==> src/rtl/address_unit_seq_pkg.sv <==
// rtl/address_unit_seq_pkg.sv - op encodings and FSM state codes for the address unit
package address_unit_seq_pkg;

  typedef logic [2:0] op_t;

  localparam op_t OP_NEXT = 3'd0;
  localparam op_t OP_JREL = 3'd1;
  localparam op_t OP_JABS = 3'd2;
  localparam op_t OP_MEM  = 3'd3;
  localparam op_t OP_PUSH = 3'd4;
  localparam op_t OP_POP  = 3'd5;
  localparam op_t OP_CALL = 3'd6;
  localparam op_t OP_RET  = 3'd7;

  localparam logic [1:0] S_IDLE  = 2'd0;
  localparam logic [1:0] S_BEAT1 = 2'd1;
  localparam logic [1:0] S_BEAT2 = 2'd2;

endpackage

==> src/rtl/address_unit_seq_signext.sv <==
// rtl/address_unit_seq_signext.sv - generic two's-complement sign extender
module address_unit_seq_signext #(
  parameter int IW = 4,
  parameter int OW = 16
) (
  input  logic [IW-1:0] in_val,
  output logic [OW-1:0] out_val
);

  assign out_val = {{(OW-IW){in_val[IW-1]}}, in_val};

endmodule

==> src/rtl/address_unit_seq.sv <==
// rtl/address_unit_seq.sv - sequential PC/SP address unit with load/store, push/pop and call/ret beats
module address_unit_seq
  import address_unit_seq_pkg::*;
#(
  parameter int              AW       = 16,
  parameter int              DW       = 8,
  parameter int              OFFS_W   = 4,
  parameter int              LOFFS_W  = 8,
  parameter logic [DW-1:0]   SP_PAGE  = 8'hFF,
  parameter logic [AW-1:0]   RESET_PC = 16'h0000,
  parameter logic [DW-1:0]   RESET_SP = 8'hFF
) (
  input  logic               clk,
  input  logic               rst,
  input  logic               op_valid,
  output logic               op_ready,
  input  logic [2:0]         op,
  input  logic               st,
  input  logic [DW-1:0]      dx,
  input  logic [DW-1:0]      dy,
  input  logic [OFFS_W-1:0]  offs,
  input  logic [LOFFS_W-1:0] longoffs,
  input  logic [DW-1:0]      wdata,
  output logic               mem_req,
  output logic               mem_we,
  output logic [AW-1:0]      mem_addr,
  output logic [DW-1:0]      mem_wdata,
  input  logic               mem_ack,
  input  logic [DW-1:0]      mem_rdata,
  output logic [DW-1:0]      ld_data,
  output logic               done,
  output logic [AW-1:0]      pc,
  output logic [DW-1:0]      sp
);

  localparam logic [AW-1:0] A_ONE = 1;
  localparam logic [DW-1:0] D_ONE = 1;
  localparam logic [DW-1:0] D_TWO = 2;

  logic [1:0]    state;
  op_t           op_q;
  logic [AW-1:0] target_q;
  logic [DW-1:0] lo_q;

  logic [AW-1:0] base, mofs, jofs, ret;
  logic [AW-1:0] b1_addr;
  logic          b1_we;
  logic [DW-1:0] b1_wdata;
  logic          beat_done;

  address_unit_seq_signext #(.IW(OFFS_W), .OW(AW)) u_mem_ofs (
    .in_val (offs),
    .out_val(mofs)
  );

  address_unit_seq_signext #(.IW(OFFS_W + LOFFS_W), .OW(AW)) u_jmp_ofs (
    .in_val ({offs, longoffs}),
    .out_val(jofs)
  );

  assign base      = {dy, dx};
  assign ret       = pc + A_ONE;
  assign op_ready  = (state == S_IDLE);
  assign beat_done = mem_req && mem_ack;

  // First-beat address/direction/data, selected from the op being accepted
  always_comb begin
    b1_addr  = {SP_PAGE, sp};
    b1_we    = 1'b1;
    b1_wdata = wdata;
    case (op)
      OP_MEM:  begin b1_addr = base + mofs; b1_we = st; end
      OP_POP,
      OP_RET:  begin b1_addr = {SP_PAGE, sp + D_ONE}; b1_we = 1'b0; end
      OP_CALL: b1_wdata = ret[AW-1:DW];
      default: ;
    endcase
  end

  always_ff @(posedge clk or posedge rst) begin
    if (rst) begin
      state     <= S_IDLE;
      pc        <= RESET_PC;
      sp        <= RESET_SP;
      mem_req   <= 1'b0;
      mem_we    <= 1'b0;
      mem_addr  <= '0;
      mem_wdata <= '0;
      ld_data   <= '0;
      done      <= 1'b0;
      op_q      <= OP_NEXT;
      target_q  <= '0;
      lo_q      <= '0;
    end else begin
      done <= 1'b0;
      case (state)
        S_IDLE: if (op_valid) begin
          op_q     <= op;
          target_q <= base;
          case (op)
            OP_NEXT: begin pc <= pc + A_ONE; done <= 1'b1; end
            OP_JREL: begin pc <= pc + jofs;  done <= 1'b1; end
            OP_JABS: begin pc <= base;       done <= 1'b1; end
            default: begin
              state     <= S_BEAT1;
              mem_req   <= 1'b1;
              mem_we    <= b1_we;
              mem_addr  <= b1_addr;
              mem_wdata <= b1_wdata;
              lo_q      <= ret[DW-1:0];
            end
          endcase
        end
        S_BEAT1: if (beat_done) begin
          if (op_q == OP_CALL || op_q == OP_RET) begin
            // Second byte follows immediately; sp itself only moves on the final ack
            state <= S_BEAT2;
            if (op_q == OP_CALL) begin
              mem_addr  <= {SP_PAGE, sp - D_ONE};
              mem_wdata <= lo_q;
            end else begin
              mem_addr <= {SP_PAGE, sp + D_TWO};
              lo_q     <= mem_rdata;
            end
          end else begin
            state   <= S_IDLE;
            mem_req <= 1'b0;
            mem_we  <= 1'b0;
            pc      <= pc + A_ONE;
            done    <= 1'b1;
            if (!mem_we) ld_data <= mem_rdata;
            if (op_q == OP_PUSH) sp <= sp - D_ONE;
            if (op_q == OP_POP)  sp <= sp + D_ONE;
          end
        end
        S_BEAT2: if (beat_done) begin
          state   <= S_IDLE;
          mem_req <= 1'b0;
          mem_we  <= 1'b0;
          done    <= 1'b1;
          if (op_q == OP_CALL) begin
            sp <= sp - D_TWO;
            pc <= target_q;
          end else begin
            sp <= sp + D_TWO;
            pc <= {mem_rdata, lo_q};
          end
        end
        default: state <= S_IDLE;
      endcase
    end
  end

endmodule

==> config.mk <==
export PLATFORM = sky130hd
export DESIGN_NAME = address_unit_seq
export DESIGN_NICKNAME = d
export VERILOG_FILES = /design/src/rtl/address_unit_seq_pkg.sv /design/src/rtl/address_unit_seq_signext.sv /design/src/rtl/address_unit_seq.sv
export SDC_FILE = /design/constraint.sdc
export NUM_CORES = 1
export LEC_CHECK = 0
export ABC_AREA = 1
export ABC_CLOCK_PERIOD_IN_PS = 2500
export CAP_MARGIN = 20
export CELL_PAD_IN_SITES_DETAIL_PLACEMENT = 0
export CELL_PAD_IN_SITES_GLOBAL_PLACEMENT = 1
export CORE_MARGIN = 2
export CORE_UTILIZATION = 35
export CTS_BUF_LIST = sky130_fd_sc_hd__clkbuf_16
export CTS_CLUSTER_SIZE = 14
export DETAILED_ROUTE_END_ITERATION = 6
export PLACE_DENSITY = 0.85
export SLEW_MARGIN = 20
export SYNTH_ARGS = -nofsm -noshare
export SYNTH_HDL_FRONTEND = slang
export SYNTH_SLANG_ARGS = --single-unit
==> constraint.sdc <==
create_clock -name clk -period 2.5 [get_ports clk]
set_input_delay 0.25 -clock clk [delete_from_list [all_inputs] [get_ports clk]]
set_output_delay 0.25 -clock clk [all_outputs]
set_load 0.05 [all_outputs]
After elaboration in Yosys (flattened, before gate mapping)
Index checks and enable logic that the tools add are counted.

operators by class
  add/subtract/negate cells = 7
  eq/ne operators = 22
  muxes and demuxes = 56
  bitwise gates (word level) = 2
  reduce and logical (&&, ||, !) cells = 18

operators by type and width
  operator                                                                count
  16-bit two-way mux                                                      9
  8-bit two-way mux                                                       18
  16-bit one-hot mux with 3 select lines                                  2
  16-bit one-hot mux with 2 select lines                                  2
  8-bit one-hot mux with 2 select lines                                   3
  16-bit adder                                                            2
  6-bit AND reduction                                                     4
  3-bit equality test (second input constant)                             7
  16-bit by 1-bit adder with 16-bit output (second input constant)        1
  2-bit != test (second input constant)                                   8
  1-bit two-way mux                                                       12
  2-bit two-way mux                                                       5
  5-bit AND reduction                                                     2
  1-bit one-hot mux with 3 select lines                                   3
  8-bit by 1-bit adder with 8-bit output (second input constant)          1
  8-bit by 2-bit adder with 8-bit output (second input constant)          1
  4-bit AND reduction                                                     2
  8-bit by 1-bit subtractor with 8-bit output (second input constant)     1
  8-bit by 2-bit subtractor with 8-bit output (second input constant)     1
  3-bit by 2-bit equality test with 1-bit output (second input constant)  2
  2-bit one-hot mux with 3 select lines                                   1
  4-bit by 1-bit != test with 1-bit output (second input constant)        1
  2-bit nonzero test                                                      2
  3-bit by 1-bit equality test with 1-bit output (second input constant)  1
  13 further kinds                                                        14

storage, ports and cells
  bits in registers = 88
  bits of input ports = 52
  output and inout bits = 60
  logic and storage cells = 117

Longest topological paths before layout
Gate-level depths: netlist of run 1.

  depth in word-level cells = 6
  depth in mapped cells = 13
  gate-level depth less buffers = 13

Hierarchy
From an unflattened synthesis of run 1, not the netlist that was laid out.

second synthesis, totals
  cells, all modules = 1201
  area total of the unflattened synthesis = 7764.9 µm²

modules (own cells, without submodules)
  module                    times used  cells each  area each (µm²)  seq. area each (µm²)
  address_unit_seq          1           1169        7524.7           2212.1
  address_unit_seq_signext  2           16          120.1            0.0

Least setup slack after synthesis of run 1
OpenSTA, ideal clock, no wires.

  path type = register to register
  from = register pc[0]
  to = register pc[12]
  library setup time = 0.118 ns
  arrival = 2.065 ns
  required time = 2.382 ns
  slack = 0.317 ns
  cell stages (with the launch flop) = 14
  buffers on the path = 0
  period minus slack after synthesis = 2.183 ns
  cell sequence = dfrtp_1 ha_1 inv_1 fa_1 inv_1 nand3_1 nand3_1 nand3_1 nand3_1 nand2_1 nand3_1 nand2_1 nand2_1 nand2_1

on the way
  word-level cells in the longest chain between the ends = 4
  elaborated cells on any way between the ends = 7
  classes of those cells = add/sub (2); mux (5)

RTL lines
  item                                                                                 RTL line                                                                   text
  from (decl)                                                                          address_unit_seq.sv:32                                                     output logic [AW-1:0] pc,
  from (signal assigned)                                                               address_unit_seq.sv:129                                                    pc <= pc + A_ONE;
  from (signal assigned)                                                               address_unit_seq.sv:143                                                    pc <= target_q;
  from (signal assigned)                                                               address_unit_seq.sv:146                                                    pc <= {mem_rdata, lo_q};
  16-bit adder / 16-bit by 1-bit adder with 16-bit output (equally long branches)      address_unit_seq.sv:102, address_unit_seq.sv:101, address_unit_seq.sv:129
  16-bit one-hot mux with 3 select lines / 16-bit two-way mux (equally long branches)  address_unit_seq.sv:100, address_unit_seq.sv:115
  16-bit two-way mux (on tied branches)                                                address_unit_seq.sv:97, address_unit_seq.sv:114
  16-bit one-hot mux with 3 select lines (*)                                           address_unit_seq.sv:96                                                     case (state)

Mark *: on every way between the ends. The rest lies on a longest branch, timed or not. The select of a mux whose other input is x is not followed.
A chain may end at the register's enable or synchronous reset.

Worst setup path after layout of run 1
  from = register state[0]
  to = output op_ready

on the way
  word-level cells in the longest chain between the ends = 1

RTL lines
  item                    RTL line                 text
  from (decl)             address_unit_seq.sv:40   logic [1:0] state;
  from (signal assigned)  address_unit_seq.sv:82   state <= S_IDLE;
  from (signal assigned)  address_unit_seq.sv:105  state <= S_BEAT1;
  from (signal assigned)  address_unit_seq.sv:117  state <= S_BEAT2;
  2-bit zero test         address_unit_seq.sv:63   assign op_ready = (state == S_IDLE);
  to (decl)               address_unit_seq.sv:16   output logic op_ready,

Every way passes these cells.

==> metrics.cfg, run 1 <==
[timing]
rsz0062_at_grt=false
min_period_ns=2.258
setup_viol=0
worst-slew-pin-transition_ns=0.5951
setup_tns_ns=0
max_freq_ghz=0.4429
finalCritPeriodShare_pct=90.32
hold_viol_final=0
worst_clock_skew_ns=0.01019
relSlewSlack_pct=60.02
drv_slew=0

[setup_path]
cp_cell_sequence=inv_1 > ha_1 > clkdlybuf4s50_1
cp_slowest_cell=clkdlybuf4s50_1
cp-start-kind=register
end_kind=output pin
cp_max_fo=6
crit_family=buffers and inverters
path_class=register to output pin
cp.required_ns=2.25
reg2reg_setup_slack_ns=0.31
arrival_ns=2.01
crit_buf_inv=2
slowest_delay_ns=0.85

[global_routing]
grt_antenna_before_repair=0
overflow=0
grt_pass1_wl_um=39910
track_usage_pct=22.75
grt_max_degree=70
grt_pass1_vias=7310

[min_path]
holdCritPathClass=primary input to asynchronous set/reset pin

[pwr]
swShare_pct=29.75
leakagePower_nw=4.791
seq_power_share_pct=43.0
clockPowerShare_pct=42.1
irDropWorstVdd_mv=0.3089
power_mw=3.307
p_comb_share_pct=14.8
p_per_area_mw_per_mm2=352.0
p_sw_mw=0.9836
power.internal_mw=2.323

[floorplan]
die_h_um=150.8
fp.coreArea_mm2=0.02109
initial_core_util_pct=35.78
row_count=53
io_pins=112
die_width_um=150.8
dieArea_mm2=0.02275

[route]
top_layer_used=met4
wire_per_inst_um=16.30
dr.first_iter.drc_count=772
met2WireLength_um=11020
drc_errors=1
wl_met1_um=12190
wirelength_um=25680
ant_nets=0
route.vias.total=8214
wl_met3_um=1766
vias_per_cell=5.215
dr.pass1.iters=7

[placement]
io_buffers=111
placedCellCount=1558
place.gp.congestion=0.9315
hpwl_um=20150

[logic_synthesis]
synthTopCellsByCount=nand2_1, inv_1, nand3_1
yosysUniqueCellTypes=42
synth_area_mm2=0.007545
synth_area_leaders=dfrtp_1, nand2_1, nand3_1
syn-num-nets=1270
syn_avg_cell_area_um2=6.416
seq_area_frac_synth_pct=29.32
async_flop_share_pct=100.0
synth_most_common_cell=nand2_1
ys_ff_latch=88
yosys_warnings=0
synth_edf_count=0
synth_top_area_share_pct=26.53
synth_ff_type=dfrtp_1
synth_area_leader_cell=dfrtp_1
synthCells=1176

[clock_tree]
clock_path_buffers=2
cts-root-buf=clkbuf_16
clk_pin_slew_ns=0.08
htree_levels=3
tritoncts=built
cts-resized-gates=0
holdBufCountCts=0
cts-buffers-inserted=9
cts_post_setup_buffers_inserted=0
worstSkewPairLatency_ns=0.36
clock_sinks=88

[job]
cap_viol_max_count=0

[finish]
layout-drive-gt1-share_pct=6.390
final_cells=1575
final_util_pct=44.55
nNetsFinal=1388
fillers=2239
area_growth_pct=24.51

[status]
violations=design-rule violations
status=complete, but fails checks

-- tightest hold or removal path, stage by stage --
cell and delay (ns):
clkdlybuf4s50_1 0.44, clkinvlp_4 0.11, buf_4 0.28
-- cells by family (layout without fill, tap and decap cells) --
logic type	count (synthesis)	in the layout	share of synthesized area [%]
XOR/XNOR	24	24	2.786
adder cells (fa/ha/maj)	42	42	7.164
other	0	1	0
multiplexers	8	8	1.178
AO/OA/AOI/OAI	197	197	14.53
AND/OR/NAND/NOR	634	634	35.52
buffers and inverters	183	306	9.503
flip-flops	88	88	29.32
-- power groups by stage --
stage	sequential [mW]	combinational (mW)	clock [mW]
3_3_place_gp	1.45	0.487	0
2_1_floorplan	1.45	0.270	0
4_1_cts	1.42	0.491	1.42
5_1_grt	1.42	0.548	1.47
6_report	1.42	0.491	1.39
3_5_place_dp	1.45	0.490	0
-- final timing paths --
kind,endpoint,cells after the start,startpoint
max in group asynchronous,sp[7],3,rst
hold reg to reg,target_q[15],2,target_q[15]
hold / removal,pc[0],3,rst
min in group clk,target_q[15],2,target_q[15]
setup / recovery,op_ready,3,state[0]
setup reg to reg,mem_wdata[6],9,pc[0]
-- area by class of cell --
type | count | area [um^2] | area share [%]
flip-flops and latches | 88 | 2212 | 23.55
clock buffers | 9 | 225.2 | 2.397
clock inverters | 7 | 70.07 | 0.7459
well taps | 275 | 344.1 | 3.663
multi-input cells | 905 | 4616 | 49.13
inverters | 149 | 563.0 | 5.994
diodes | 1 | 2.502 | 0.02664
repair buffers | 141 | 1361 | 14.49
-- per-layer routing --
| metal | GRT usage [%] | vias up |
|---|---|---|
| met5 | 0 | - |
| met4 | 7.477 | 0 |
| met3 | 3.072 | 43 |
| met2 | 33.45 | 330 |
| met1 | 34.22 | 3762 |
| li1 | - | 4079 |
-- placed cells by master, fill, tap and decap left out, types with 3 or more instances in the layout --
cell type / count
o211ai_1: 20
mux2_2: 7
o221ai_1: 3
ha_1: 40
xnor2_1: 6
o21ai_0: 67
inv_1: 145
a21o_1: 3
nor2_1: 71
nand3b_1: 4
buf_4: 28
a21oi_1: 81
nand3_1: 126
or2_2: 7
nand4_1: 11
nor3_1: 6
xor2_1: 18
inv_8: 4
o21ai_1: 5
dfrtp_1: 80
clkbuf_16: 9
o21bai_1: 3
o22ai_1: 3
nand2_1: 396
dfstp_2: 8
a31oi_1: 5
clkdlybuf4s50_1: 111
nor2_2: 4
-- per-stage QoR --
stage	hold WS (ns)	area (um^2)	setup slack, ns
3_3_place_gp	0.4613	9096	0.1226
2_1_floorplan	0.3596	7548	0.3167
5_1_grt	0.3542	9392	0.1330
6_report	0.3326	9394	0.2421
4_1_cts	0.3417	9392	0.2213
3_5_place_dp	0.4644	9096	0.05742
-- state kept, by name, indices dropped and copies added, names as in the netlist --
register and cells:
mem_req 1, state 2, target_q 16, op_q 3, mem_we 1, mem_addr 16, mem_wdata 8, done 1
sp 8, pc 16, lo_q 8, ld_data 8
No activity file was read; power rests on OpenSTA's default activity.
==> run 2, diff against run 1 <==
- CORE_ASPECT_RATIO: default -> 0.75
==> run 2 against run 1 <==
Net effect: non-clock buffer count increased by 1; the flow now finishes without violations; wire length increased by 2.4%; power about the same; fmax decreased by 2.3%; via count increased by 0.65%; critical endpoint is now mem_wdata[6]; combinational power increased by 2%; final cell count increased by 0.83%; first-iteration DRC count decreased by 11%; setup slack got worse by 0.053 ns.
==> metrics.cfg, run 2 (synthesis gave the netlist of run 1 again) <==
[status]
status=complete, no violations

[timing]
relSlewSlack_pct=48.06  ; -12 points
worst_clock_skew_ns=0.01470  ; +0.004514 ns
setup_viol=0  ; unchanged
hold_viol_final=0  ; unchanged
finalCritPeriodShare_pct=92.44  ; +2.1 points
drv_slew=0  ; unchanged
max_freq_ghz=0.4327  ; -2.3%
hold_ws_ns=0.2248  ; -0.1078 ns
min_period_ns=2.311  ; +0.05315 ns
rsz0062_at_grt=false
worst-slew-pin-transition_ns=0.7766  ; +0.1815 ns

[route]
wirelength_um=26300  ; +2.4%
wire_per_inst_um=16.56  ; +1.6%
dr.first_iter.drc_count=687  ; -11%
vias_per_cell=5.206  ; -0.18%
dr.pass1.iters=6  ; -1
ant_nets=0  ; unchanged
drc_errors=0  ; -1
route.vias.total=8267  ; +0.65%

[finish]
final_cells=1588  ; +0.83%
num_antenna_cells=0  ; -1
fillers=2247  ; +0.36%
final_util_pct=44.59  ; about the same
final_cell_mix=nand2_1, inv_1, nand3_1, clkdlybuf4s50_1, a21oi_1
area_growth_pct=24.83
top_regs=mem_addr x16, pc x16, target_q x16
nNetsFinal=1389  ; +0.072%
final_common_cell=nand2_1
layout-drive-gt1-share_pct=6.462  ; +0.072 points

[clock_tree]
cts-buffers-inserted=9  ; unchanged
cts-root-buf=clkbuf_16
holdBufCountCts=0  ; unchanged
tritoncts=built
cts_post_setup_buffers_inserted=0  ; unchanged
htree_levels=3  ; unchanged
cts-resized-gates=0  ; unchanged
clk_pin_slew_ns=0.08  ; about the same
clock_path_buffers=2  ; unchanged
clock_sinks=88  ; unchanged
worstSkewPairLatency_ns=0.36  ; about the same

[placement]
placedCellCount=1572  ; +0.90%
hpwl_um=21070  ; +4.6%
io_buffers=111  ; unchanged
place.gp.congestion=0.9216  ; -1.1%

[setup_path]
cp.required_ns=2.75  ; +0.50 ns
path_depth=8  ; +5
cp_slowest_cell=nor3_1
crit_family=simple AND/OR/NAND/NOR gates
reg2reg_setup_slack_ns=0.19  ; -0.12 ns
slowest_delay_ns=0.52  ; -0.33 ns
cp-start-kind=register
path_class=register to register
arrival_ns=2.56  ; +0.55 ns
r2r-start=pc[0]
r2r_end=mem_wdata[6]
reg2reg_depth=8  ; -1
cp_cell_sequence=ha_1 > nand2_1 > nor3_1 > nand4_1 > nand3_1 > nand2_1 > o211ai_1 > nand2_1
cp_max_fo=8  ; +2
end_kind=register
crit_start=pc[0]
cp_common_cell=nand2_1
crit_buf_inv=0  ; -2
endpoint=mem_wdata[6]

[pwr]
seq_power_share_pct=43.0  ; about the same
clockPowerShare_pct=41.8  ; -0.3 points
irDropWorstVdd_mv=0.2266  ; -27%
p_per_area_mw_per_mm2=351.1  ; -0.25%
swShare_pct=29.76  ; about the same
p_sw_mw=0.9841  ; about the same
power_mw=3.307  ; about the same
leakagePower_nw=4.793  ; about the same
power.internal_mw=2.322  ; about the same
p_comb_share_pct=15.2  ; +0.4 points

[floorplan]
initial_core_util_pct=35.72  ; -0.059 points
fp.coreArea_mm2=0.02112  ; +0.17%
die_width_um=173.5  ; +15%
die_h_um=131.2  ; -13%
dieArea_mm2=0.02276  ; about the same
row_count=46  ; -13%
io_pins=112  ; unchanged

[global_routing]
track_usage_pct=23.38  ; +0.63 points
grt_pass1_wl_um=42200  ; +5.7%
grt_antenna_before_repair=1  ; +1
grt_max_degree=32  ; -54%
overflow=0  ; unchanged
grt_pass1_vias=7576  ; +3.6%

[min_path]
holdCritPathClass=primary input to asynchronous set/reset pin

[job]
cap_viol_max_count=0  ; unchanged

## run 2: changes by cell type in the layout (fill, tap and decap cells not counted), sizes merged
cell    change
inv         -2
clkinv      +2
buf         +1
diode       -1
## run 2: worst min-delay path by stage
stage	from	to	slack (ns)	depth (start not counted)
2_1_floorplan	dy[2]	target_q[10]	0.36	2
3_3_place_gp	target_q[8]	target_q[8]	0.47	2
3_5_place_dp	target_q[5]	target_q[5]	0.47	2
4_1_cts	rst	mem_wdata[0]	0.24	2
5_1_grt	rst	mem_wdata[1]	0.26	2
6_report	rst	mem_wdata[0]	0.22	2
## run 2: routing by layer
metal	GRT usage, %	up-vias	part of all wire (%)
met1	36.68	3783	50
met2	30.89	371	38
li1	-	4081	-
met5	0	-	0.034
met4	4.049	2	0.99
met3	7.263	30	11
## run 2: power by group through the flow
stage	Combinational, mW	Clock, mW	Sequential (mW)
floorplan	0.270	0	1.45
global placement	0.495	0	1.45
detailed placement	0.495	0	1.45
CTS	0.500	1.41	1.42
global route	0.563	1.47	1.42
finish	0.502	1.38	1.42
## run 2: metrics by stage
| stage | setup slack (ns) | TNS (ns) | cell area [um^2] |
|---|---|---|---|
| 2_1_floorplan | 0.3167 | 0 | 7548 |
| 3_3_place_gp | 0.1281 | 0 | 9120 |
| 3_5_place_dp | -0.02049 | -0.02049 | 9120 |
| 4_1_cts | 0.2293 | 0 | 9418 |
| 5_1_grt | 0.1010 | 0 | 9418 |
| 6_report | 0.1889 | 0 | 9418 |
## run 2: final cells by class
class | count | area (um^2) | area share [%]
Timing Repair Buffer | 142 | 1369 | 14.53
Sequential cell | 88 | 2212 | 23.49
Clock inverter | 7 | 72.57 | 0.7706
Inverter | 149 | 563.0 | 5.978
Clock buffer | 9 | 225.2 | 2.391
Multi-Input combinational cell | 905 | 4616 | 49.01
Tap cell | 288 | 360.3 | 3.826
==> run 3, diff against run 2 <==
- CORE_ASPECT_RATIO: 0.75 -> default
==> results of run 3 <==
Final layout, timing and power as in run 1 (identical DEF).
